**config.mk**
```make
export PLATFORM = sky130hd
export DESIGN_NAME = tenkey_drv
export DESIGN_NICKNAME = d
export VERILOG_FILES = /design/src/rtl/tenkey_drv.sv
export SDC_FILE = /design/constraint.sdc
export NUM_CORES = 1
export LEC_CHECK = 0
export ABC_AREA = 1
export ABC_CLOCK_PERIOD_IN_PS = 3000
export BUFFER_PORTS_ARGS = -buffer_cell sky130_fd_sc_hd__buf_2
export CORE_AREA = 5 5 76 78
export CTS_CLUSTER_DIAMETER = 120
export DETAILED_ROUTE_END_ITERATION = 10
export DIE_AREA = 0 0 81 83
export PLACE_DENSITY = 0.73
export SLEW_MARGIN = 20
export SYNTH_ARGS = -nofsm -noshare
export SYNTH_HDL_FRONTEND = slang
export SYNTH_SLANG_ARGS = --single-unit
```
**constraint.sdc**
```tcl
create_clock -name clk -period 3 [get_ports clk]
set_input_delay 0.9 -clock clk [delete_from_list [all_inputs] [get_ports clk]]
set_output_delay 0.9 -clock clk [all_outputs]
set_load 0.1 [all_outputs]
```
**src/rtl/tenkey_drv.sv**
```systemverilog
// Ten-key press driver: queues BCD digits and replays each as a timed one-hot key strobe.
// Latency: a digit reaches tenkey one edge after acceptance when idle; backpressure via in_ready (4-deep queue).

module tenkey_fifo #(
    parameter int W     = 4,
    parameter int DEPTH = 4
) (
    input  logic                       clk,
    input  logic                       rst_n,
    input  logic                       push,
    input  logic [W-1:0]               wdat,
    input  logic                       pop,
    output logic [W-1:0]               rdat,
    output logic [$clog2(DEPTH+1)-1:0] count
);
    localparam int AW = $clog2(DEPTH);
    localparam int CW = $clog2(DEPTH + 1);

    logic [W-1:0]  mem [DEPTH];
    logic [AW-1:0] wr_ptr;
    logic [AW-1:0] rd_ptr;
    logic          full;
    logic          empty;
    logic          push_ok;
    logic          pop_ok;

    assign full    = (count == CW'(DEPTH));
    assign empty   = (count == '0);
    assign push_ok = push & ~full;
    assign pop_ok  = pop & ~empty;
    assign rdat    = mem[rd_ptr];

    always_ff @(posedge clk) begin
        if (push_ok) begin
            mem[wr_ptr] <= wdat;
        end
    end

    // Power-of-two depth, so the pointers wrap by natural overflow.
    always_ff @(posedge clk or negedge rst_n) begin
        if (!rst_n) begin
            wr_ptr <= '0;
            rd_ptr <= '0;
            count  <= '0;
        end else begin
            if (push_ok) begin
                wr_ptr <= wr_ptr + 1'b1;
            end
            if (pop_ok) begin
                rd_ptr <= rd_ptr + 1'b1;
            end
            case ({push_ok, pop_ok})
                2'b10:   count <= count + 1'b1;
                2'b01:   count <= count - 1'b1;
                default: count <= count;
            endcase
        end
    end
endmodule

module tenkey_drv #(
    parameter int PRESS_CYCLES = 4,
    parameter int GAP_CYCLES   = 2
) (
    input  logic       clk,
    input  logic       rst_n,
    input  logic       in_valid,
    input  logic [3:0] in_digit,
    output logic       in_ready,
    output logic [9:0] tenkey,
    output logic       busy,
    output logic       err
);
    localparam logic [7:0] PRESS_LOAD = 8'(PRESS_CYCLES - 1);
    localparam logic [7:0] GAP_LOAD   = 8'(GAP_CYCLES - 1);

    typedef enum logic [1:0] {
        IDLE  = 2'd0,
        PRESS = 2'd1,
        GAP   = 2'd2
    } state_t;

    state_t     state;
    logic [7:0] cnt;
    logic [2:0] fifo_count;
    logic [3:0] head;
    logic       fifo_empty;
    logic       accept;
    logic       code_ok;
    logic       push;
    logic       bad_code;
    logic       pop;
    logic       cnt_done;

    function automatic logic [9:0] one_hot(input logic [3:0] d);
        logic [9:0] v;
        v = 10'd1 << d;
        return v;
    endfunction

    assign fifo_empty = (fifo_count == 3'd0);
    // A full queue refuses input even when the head is popped on the same edge.
    assign in_ready   = (fifo_count < 3'd4);
    assign busy       = (state != IDLE) | ~fifo_empty;
    assign accept     = in_valid & in_ready;
    assign code_ok    = (in_digit <= 4'd9);
    assign push       = accept & code_ok;
    assign bad_code   = accept & ~code_ok;
    assign cnt_done   = (cnt == 8'd0);
    assign pop        = ~fifo_empty & ((state == IDLE) | ((state == GAP) & cnt_done));

    tenkey_fifo #(
        .W     (4),
        .DEPTH (4)
    ) u_fifo (
        .clk   (clk),
        .rst_n (rst_n),
        .push  (push),
        .wdat  (in_digit),
        .pop   (pop),
        .rdat  (head),
        .count (fifo_count)
    );

    always_ff @(posedge clk or negedge rst_n) begin
        if (!rst_n) begin
            state  <= IDLE;
            tenkey <= '0;
            cnt    <= 8'd0;
            err    <= 1'b0;
        end else begin
            err <= bad_code;
            case (state)
                IDLE: begin
                    if (pop) begin
                        state  <= PRESS;
                        tenkey <= one_hot(head);
                        cnt    <= PRESS_LOAD;
                    end
                end
                PRESS: begin
                    if (cnt_done) begin
                        state  <= GAP;
                        tenkey <= '0;
                        cnt    <= GAP_LOAD;
                    end else begin
                        cnt <= cnt - 8'd1;
                    end
                end
                GAP: begin
                    if (!cnt_done) begin
                        cnt <= cnt - 8'd1;
                    end else if (pop) begin
                        state  <= PRESS;
                        tenkey <= one_hot(head);
                        cnt    <= PRESS_LOAD;
                    end else begin
                        state <= IDLE;
                    end
                end
                default: begin
                    state  <= IDLE;
                    tenkey <= '0;
                    cnt    <= 8'd0;
                end
            endcase
        end
    end
endmodule
```
Yosys cells after proc, flatten, opt, wreduce, memory -nomap -nowiden
Memories as Yosys holds them, arrays and structs flattened.
Cells that the tools add are included.
W data, S select, Z words.
{"block": "word_totals", "mem_bits_rw": 16, "output_inout_bits": 13, "word_cells": 59, "regBits": 28, "mem_count": 1, "input_bits": 7}
{"name": "u_fifo.mem", "words": 4, "word_bits": 4, "rd": 1, "rd_ports_with_merged_regs": 0, "write_ports": 1, "line_no": "19", "text": "logic [W-1:0] mem [DEPTH];"}
{"block": "classes", "reduce_logical": 7, "magnitude_cmp": 2, "bitwise_logic": 12, "shift": 1, "eq_ne": 8, "n_addsub": 5, "mux": 16}
{"operator": "$mux W10", "n": 3}
{"operator": "$pmux W10 S3", "n": 1}
{"operator": "$mux W8", "n": 3}
{"operator": "$pmux W8 S3", "n": 1}
{"operator": "$shl A1 B4 Y10 const A", "n": 1}
{"operator": "$logic_not A8 Y1", "n": 1}
{"operator": "$sub A8 B1 Y8 const B", "n": 1}
{"operator": "$and A1 B1 Y1", "n": 7}
{"operator": "$mux W2", "n": 3}
{"operator": "$pmux W2 S3", "n": 1}
{"operator": "$pmux W3 S2", "n": 1}
{"operator": "$add A2 B1 Y2 const B", "n": 2}
{"operator": "$eq A2 B1 Y1 const B", "n": 2}
{"operator": "$eq A2 B2 Y1 const B", "n": 2}
{"operator": "$le A4 B4 Y1 const B", "n": 1}
{"operator": "$ne A2 B2 Y1 const B", "n": 2}
{"operator": "$reduce_bool A2 Y1", "n": 2}
{"operator": "$add A3 B1 Y3 const B", "n": 1}
{"operator": "$eq A3 B3 Y1 const B", "n": 1}
{"operator": "$logic_not A3 Y1", "n": 1}
{"operator": "$lt A3 B3 Y1 const B", "n": 1}
{"operator": "$mux W1", "n": 3}
{"operator": "$not A1 Y1", "n": 3}
{"operator": "$reduce_and A3 Y1", "n": 1}
{"operator": "5 further kinds", "n": 6}

Depth between registers and ports, before layout
{"block": "depth", "word_depth": 7, "depth_mapped": 14, "mapped_depth_nobuf": 14}

By module
From an unflattened synthesis, not the netlist that was laid out.
{"block": "unflattened", "hier_cells": 253, "area_unflattened_um2": 2274.7}
{"mod": "tenkey_drv", "n_inst": 1, "seq_area_each_um2": 525.5, "cells_per_inst": 148, "area_per_inst_um2": 1193.6}
{"mod": "tenkey_fifo", "n_inst": 1, "seq_area_each_um2": 655.6, "cells_per_inst": 105, "area_per_inst_um2": 1081.0}

Least setup slack after synthesis
Ideal clock, no wire load.
{"block": "synth_path", "kind": "reg2out", "start": "reg u_fifo.count[2]", "end": "out busy", "path_slack_ns": 0.341, "arrival_time_ns": 1.759, "stages_incl_launch_ff": 3, "path_buffers": 0, "t_required_ns": 2.100, "path_cell_list": "dfrtp_1 > inv_2 > nand4_1"}
{"block": "synth_between", "elab_chain_cells": 3}
{"item": "start: declaration", "line_no": "14", "text": "output logic [$clog2(DEPTH+1)-1:0] count"}
{"item": "start signal: assignment", "line_no": "53", "text": "2'b10: count <= count + 1'b1;"}
{"item": "start signal: assignment", "line_no": "54", "text": "2'b01: count <= count - 1'b1;"}
{"item": "start signal: assignment", "line_no": "55", "text": "default: count <= count;"}
{"item": "$logic_not A3 Y1", "line_no": "101", "text": "assign fifo_empty = (fifo_count == 3'd0);"}
{"item": "$not A1 Y1", "line_no": "104", "text": "assign busy = (state != IDLE) | ~fifo_empty;"}
{"item": "$or A1 B1 Y1", "line_no": "104"}
{"item": "end: declaration", "line_no": "71", "text": "output logic busy,"}
Every way passes these cells.

Worst setup path after layout
{"block": "layout_path", "start": "reg cnt[0]", "end": "reg u_fifo.count[2]"}
{"block": "layout_between", "elab_chain_cells": 7, "word_cells_on_any_way": 9, "classes_between": "eq/ne (2); mux (1); bitwise (4); reduce/logical (2)"}
{"item": "start: declaration", "line_no": "84", "text": "logic [7:0] cnt;"}
{"item": "start signal: assignment", "line_no": "147", "text": "cnt <= cnt - 8'd1;"}
{"item": "start signal: assignment", "line_no": "152", "text": "cnt <= cnt - 8'd1;"}
{"item": "$logic_not A8 Y1 (*)", "line_no": "109", "text": "assign cnt_done = (cnt == 8'd0);"}
{"item": "$and A1 B1 Y1 (*)", "line_no": "110", "text": "assign pop = ~fifo_empty & ((state == IDLE) | ((state == GAP) & cnt_done));"}
{"item": "$or A1 B1 Y1 (*)", "line_no": "110"}
{"item": "$and A1 B1 Y1 (*)", "line_no": "110"}
{"item": "$and A1 B1 Y1 (*)", "line_no": "30", "text": "assign pop_ok = pop & ~empty;"}
{"item": "via u_fifo.pop_ok", "line_no": "25", "text": "logic pop_ok;"}
{"item": "$eq A2 B1 Y1 or $eq A2 B2 Y1 (tied branches)", "line_no": "52", "text": "case ({push_ok, pop_ok})"}
{"item": "$pmux W3 S2 or $reduce_bool A2 Y1 (tied branches)"}
Mark *: on every way through the listed nets, which the timed path passes. The rest lies on a longest branch.
A chain may end at the register's enable or synchronous reset.

==> impl_table.tex <==
\begin{tabular}{lr}
\hline
Metric & Value \\
\hline
\multicolumn{2}{l}{\textbf{Floorplanning}} \\
CORE AREA & between 0.005 and 0.006 mm\^{}2 \\
Initial Util & between 40\% and 50\% \\
I/O pin cnt & 20 \\
Height of the die & roughly 83 um \\
Width of the chip & roughly 81 um \\
Row count & 26 \\
Area of the die & 0.00672 mm\^{}2 \\
\multicolumn{2}{l}{\textbf{Clock network}} \\
Clock root buffer & clkbuf\_8 \\
\# hold bufs at CTS & 0 \\
CTS max path bufs & 2 \\
Cts bufs inserted & 5 \\
Clock-pin transition on the worst setup and hold timing paths & roughly 0.08 ns \\
CTS tree & done \\
Count of cells resized by post-cts repair & 0 \\
Clock Latency Late Sink & slightly below 0.3 ns \\
Clk sinks & 44 \\
Depth of the CTS H-tree & 2 \\
Buffers inserted by post-CTS timing repair & 0 \\
\multicolumn{2}{l}{\textbf{Placement}} \\
Post-place instance area & 0.00232 mm\^{}2 \\
Detailed placement HPWL & approximately 2.8 mm \\
IO Port Bufs & 19 \\
Routability congestion estimate from global placement & a little under 0.8 \\
Inst Count DP & around 330 \\
\multicolumn{2}{l}{\textbf{STA}} \\
Total count of max-transition violations in the final report & 0 \\
Setup TNS Final & 0 ns \\
Final worst clock skew & 0.00421 ns \\
RSZ-0062 raised after global routing & no \\
Max-Slew Margin vs Limit & approximately three fifths \\
Worst-margin pin slew & $\sim$0.6 ns \\
Setup Viol. Count Final & 0 \\
Ratio of final minimum period to clock period & between 80\% and 90\% \\
Final-report hold violation count & 0 \\
Maximum clock rate & between 300 and 400 MHz \\
Min Tclk post-route & $\sim$2.6 ns \\
\multicolumn{2}{l}{\textbf{Min path}} \\
Min-Delay Startpoint & tenkey[5] \\
Hold path cells & 2 \\
Worst min-delay path class & register to register \\
Endpoint of the worst hold-timing path & tenkey[5] \\
\multicolumn{2}{l}{\textbf{Finish}} \\
Layout Cell Area excl Fill & 0.00244 mm\^{}2 \\
Non-filler cells, final & $\sim$330 \\
Final core utilization & approximately half \\
Count of filler cells inserted in the layout & approximately 500 \\
Antenna cell count & 0 \\
Post-layout nets & roughly 280 \\
Share of cells above drive strength 1 & between 10\% and 20\% \\
P\&R area growth vs syn & 12.5\% \\
\multicolumn{2}{l}{\textbf{Critical path}} \\
Cells traversed along the worst timing path & inv\_1 > ha\_1 > nand2\_1 > nor2\_1 > nand2\_1 > nand2\_4 > nand3\_4 > inv\_2 > ha\_1 > inv\_1 > fa\_1 > a21oi\_1 > o21ai\_0 > xor2\_1 \\
Number of cells on the worst reg-to-reg path & 14 \\
Kind of start point of the critical path & register \\
End of the worst register-to-register path & u\_fifo.count[2] \\
Crit-path slowest cell & fa\_1 \\
Maximum net fanout on the critical path & 10 \\
CP Data Required Time & 3.18 ns \\
Crit path arrival time & approximately 2.8 ns \\
CP max stage delay & between 0.3 and 0.4 ns \\
Reg-to-Reg Start & cnt[0] \\
Category of the most critical setup path & register to register \\
Buffers and inverters on the worst path & 3 \\
Critical path capture point type & register \\
Gate family responsible for the most delay along the worst path & adder cells \\
R2R Setup Slk & 0.41 ns \\
\multicolumn{2}{l}{\textbf{Drt}} \\
Initial drt markers & 59 \\
Number of iterations in the first detailed-routing pass & 4 \\
Post-detailed-route wirelength per cell & $\sim$11 um \\
Total wire length after detailed routing & around 3.7 mm \\
Number of nets still failing antenna checks after routing & 0 \\
Total number of vias & approximately 1,500 \\
Via/cell ratio & around 4.6 \\
DRC violations left & 0 \\
\multicolumn{2}{l}{\textbf{Yosys}} \\
Post-synth net total & 253 \\
Average footprint of a synthesized cell & just over 9 um\^{}2 \\
Post-Synthesis Cells & 239 \\
Synth Warn \# & 0 \\
Sequential cell area fraction in the yosys report & around 54\% \\
Count of different cell masters after synthesis & 26 \\
Summed instance area of the synthesized netlist & approximately 0.0022 mm\^{}2 \\
Flip-flop and latch count after synthesis & between 40 and 50 \\
\multicolumn{2}{l}{\textbf{Global route}} \\
Pin count of the biggest net entering global routing & 29 \\
Wire length of the first global-routing pass & about 6.5 mm \\
Number of global-route vias before repair & about 1,500 \\
Gr usage total & roughly 12\% \\
Initial antenna violation count & 0 \\
Residual overflow from global routing & 0 \\
\multicolumn{2}{l}{\textbf{Run}} \\
Number of maximum-capacitance constraint violations & 0 \\
\multicolumn{2}{l}{\textbf{Status}} \\
Status & finished, final reports clean \\
\hline
\end{tabular}
==> cells in the mapped netlist, drive strengths merged <==
master	n	area (um^2)
nand3	29	163
a21oi	4	20.0
dfrtp	28	701
o21ai	9	45.0
nand4	3	18.8
xnor2	3	26.3
buf	3	27.5
fa	1	20.0
o211ai	1	7.51
nand2	70	270
xor2	6	52.6
a31oi	1	6.26
inv	32	125
nor2	26	125
edfxtp	16	480
ha	6	75.1
clkinv	1	5.00
==> through the flow <==
stage / hold slack [ns] / worst slack (ns)
global placement: 0.461 / 0.463
global route: 0.510 / 0.130
floorplan: 0.450 / 0.341
finish: 0.474 / 0.408
detailed placement: 0.460 / 0.379
CTS: 0.483 / 0.415
==> sequential cells by signal, indices dropped and copies added (netlist names) <==
name	count
u_fifo.mem	16
state	2
tenkey	10
u_fifo.count	3
u_fifo.rd_ptr	2
cnt	8
err	1
u_fifo.wr_ptr	2
==> final cells by class <==
cell class / instances / area (um^2) / area share [%]
repair buffers: 19 / 95.1 / 3.90
inverters: 33 / 130 / 5.34
clock inverters: 3 / 46.3 / 1.90
well taps: 70 / 87.6 / 3.59
flip-flops and latches: 44 / 1180 / 48.4
clock buffers: 5 / 68.8 / 2.82
multi-input cells: 159 / 830 / 34.0
==> cell families after synthesis <==
| family | share of synthesized area [%] |
|---|---|
| XOR/XNOR | 3.64 |
| flip-flops | 54.5 |
| AND/OR/NAND/NOR | 26.6 |
| buffers and inverters | 7.27 |
| AO/OA/AOI/OAI | 3.64 |
| adder cells (fa/ha/maj) | 4.39 |
==> worst reg2reg max path, cell delays in order, from the launching register on <==
cell	delay [ns]
dfrtp_1	0.37
inv_1	0.11
ha_1	0.24
nand2_1	0.07
nor2_1	0.17
nand2_1	0.15
nand2_4	0.12
nand3_4	0.13
inv_2	0.07
ha_1	0.14
inv_1	0.07
fa_1	0.39
a21oi_1	0.17
o21ai_0	0.12
xor2_1	0.15
==> routing by layer <==
layer  global-route usage [%]  wire [um]  vias up
li1                         -          -      808
met1                     17.0       1770      700
met2                     18.4       1690       23
met3                     2.38        148        5
met4                     4.61         44        0
met5                        0          0        -
==> worst max path at each step <==
stage                               start  cells after the start  slack (ns)         endpoint
after global routing               cnt[0]                     14        0.13  u_fifo.count[2]
after floorplan           u_fifo.count[2]                      2        0.34             busy
after detailed placement      in_digit[3]                      9        0.38  u_fifo.count[2]
after CTS                          cnt[0]                     14        0.42  u_fifo.count[2]
final                              cnt[0]                     14        0.41  u_fifo.count[2]
after global placement        in_digit[3]                      9        0.46  u_fifo.count[2]
==> layout by cell type, fill, tap and decap left out, types with 2 or more instances in the layout <==
cell type,n
a21oi_1,4
buf_2,19
clkbuf_8,5
dfrtp_1,28
edfxtp_1,16
ha_1,6
inv_1,17
inv_2,14
inv_6,2
nand2_1,69
nand3_1,27
nand4_1,3
nor2_1,21
nor2_2,2
nor2_4,3
o21ai_0,3
o21ai_1,6
xnor2_1,3
xor2_1,6
Power is left out: the tool's default activity adds up to more than one toggle a clock period on the data nets, which glitch-free logic cannot reach.
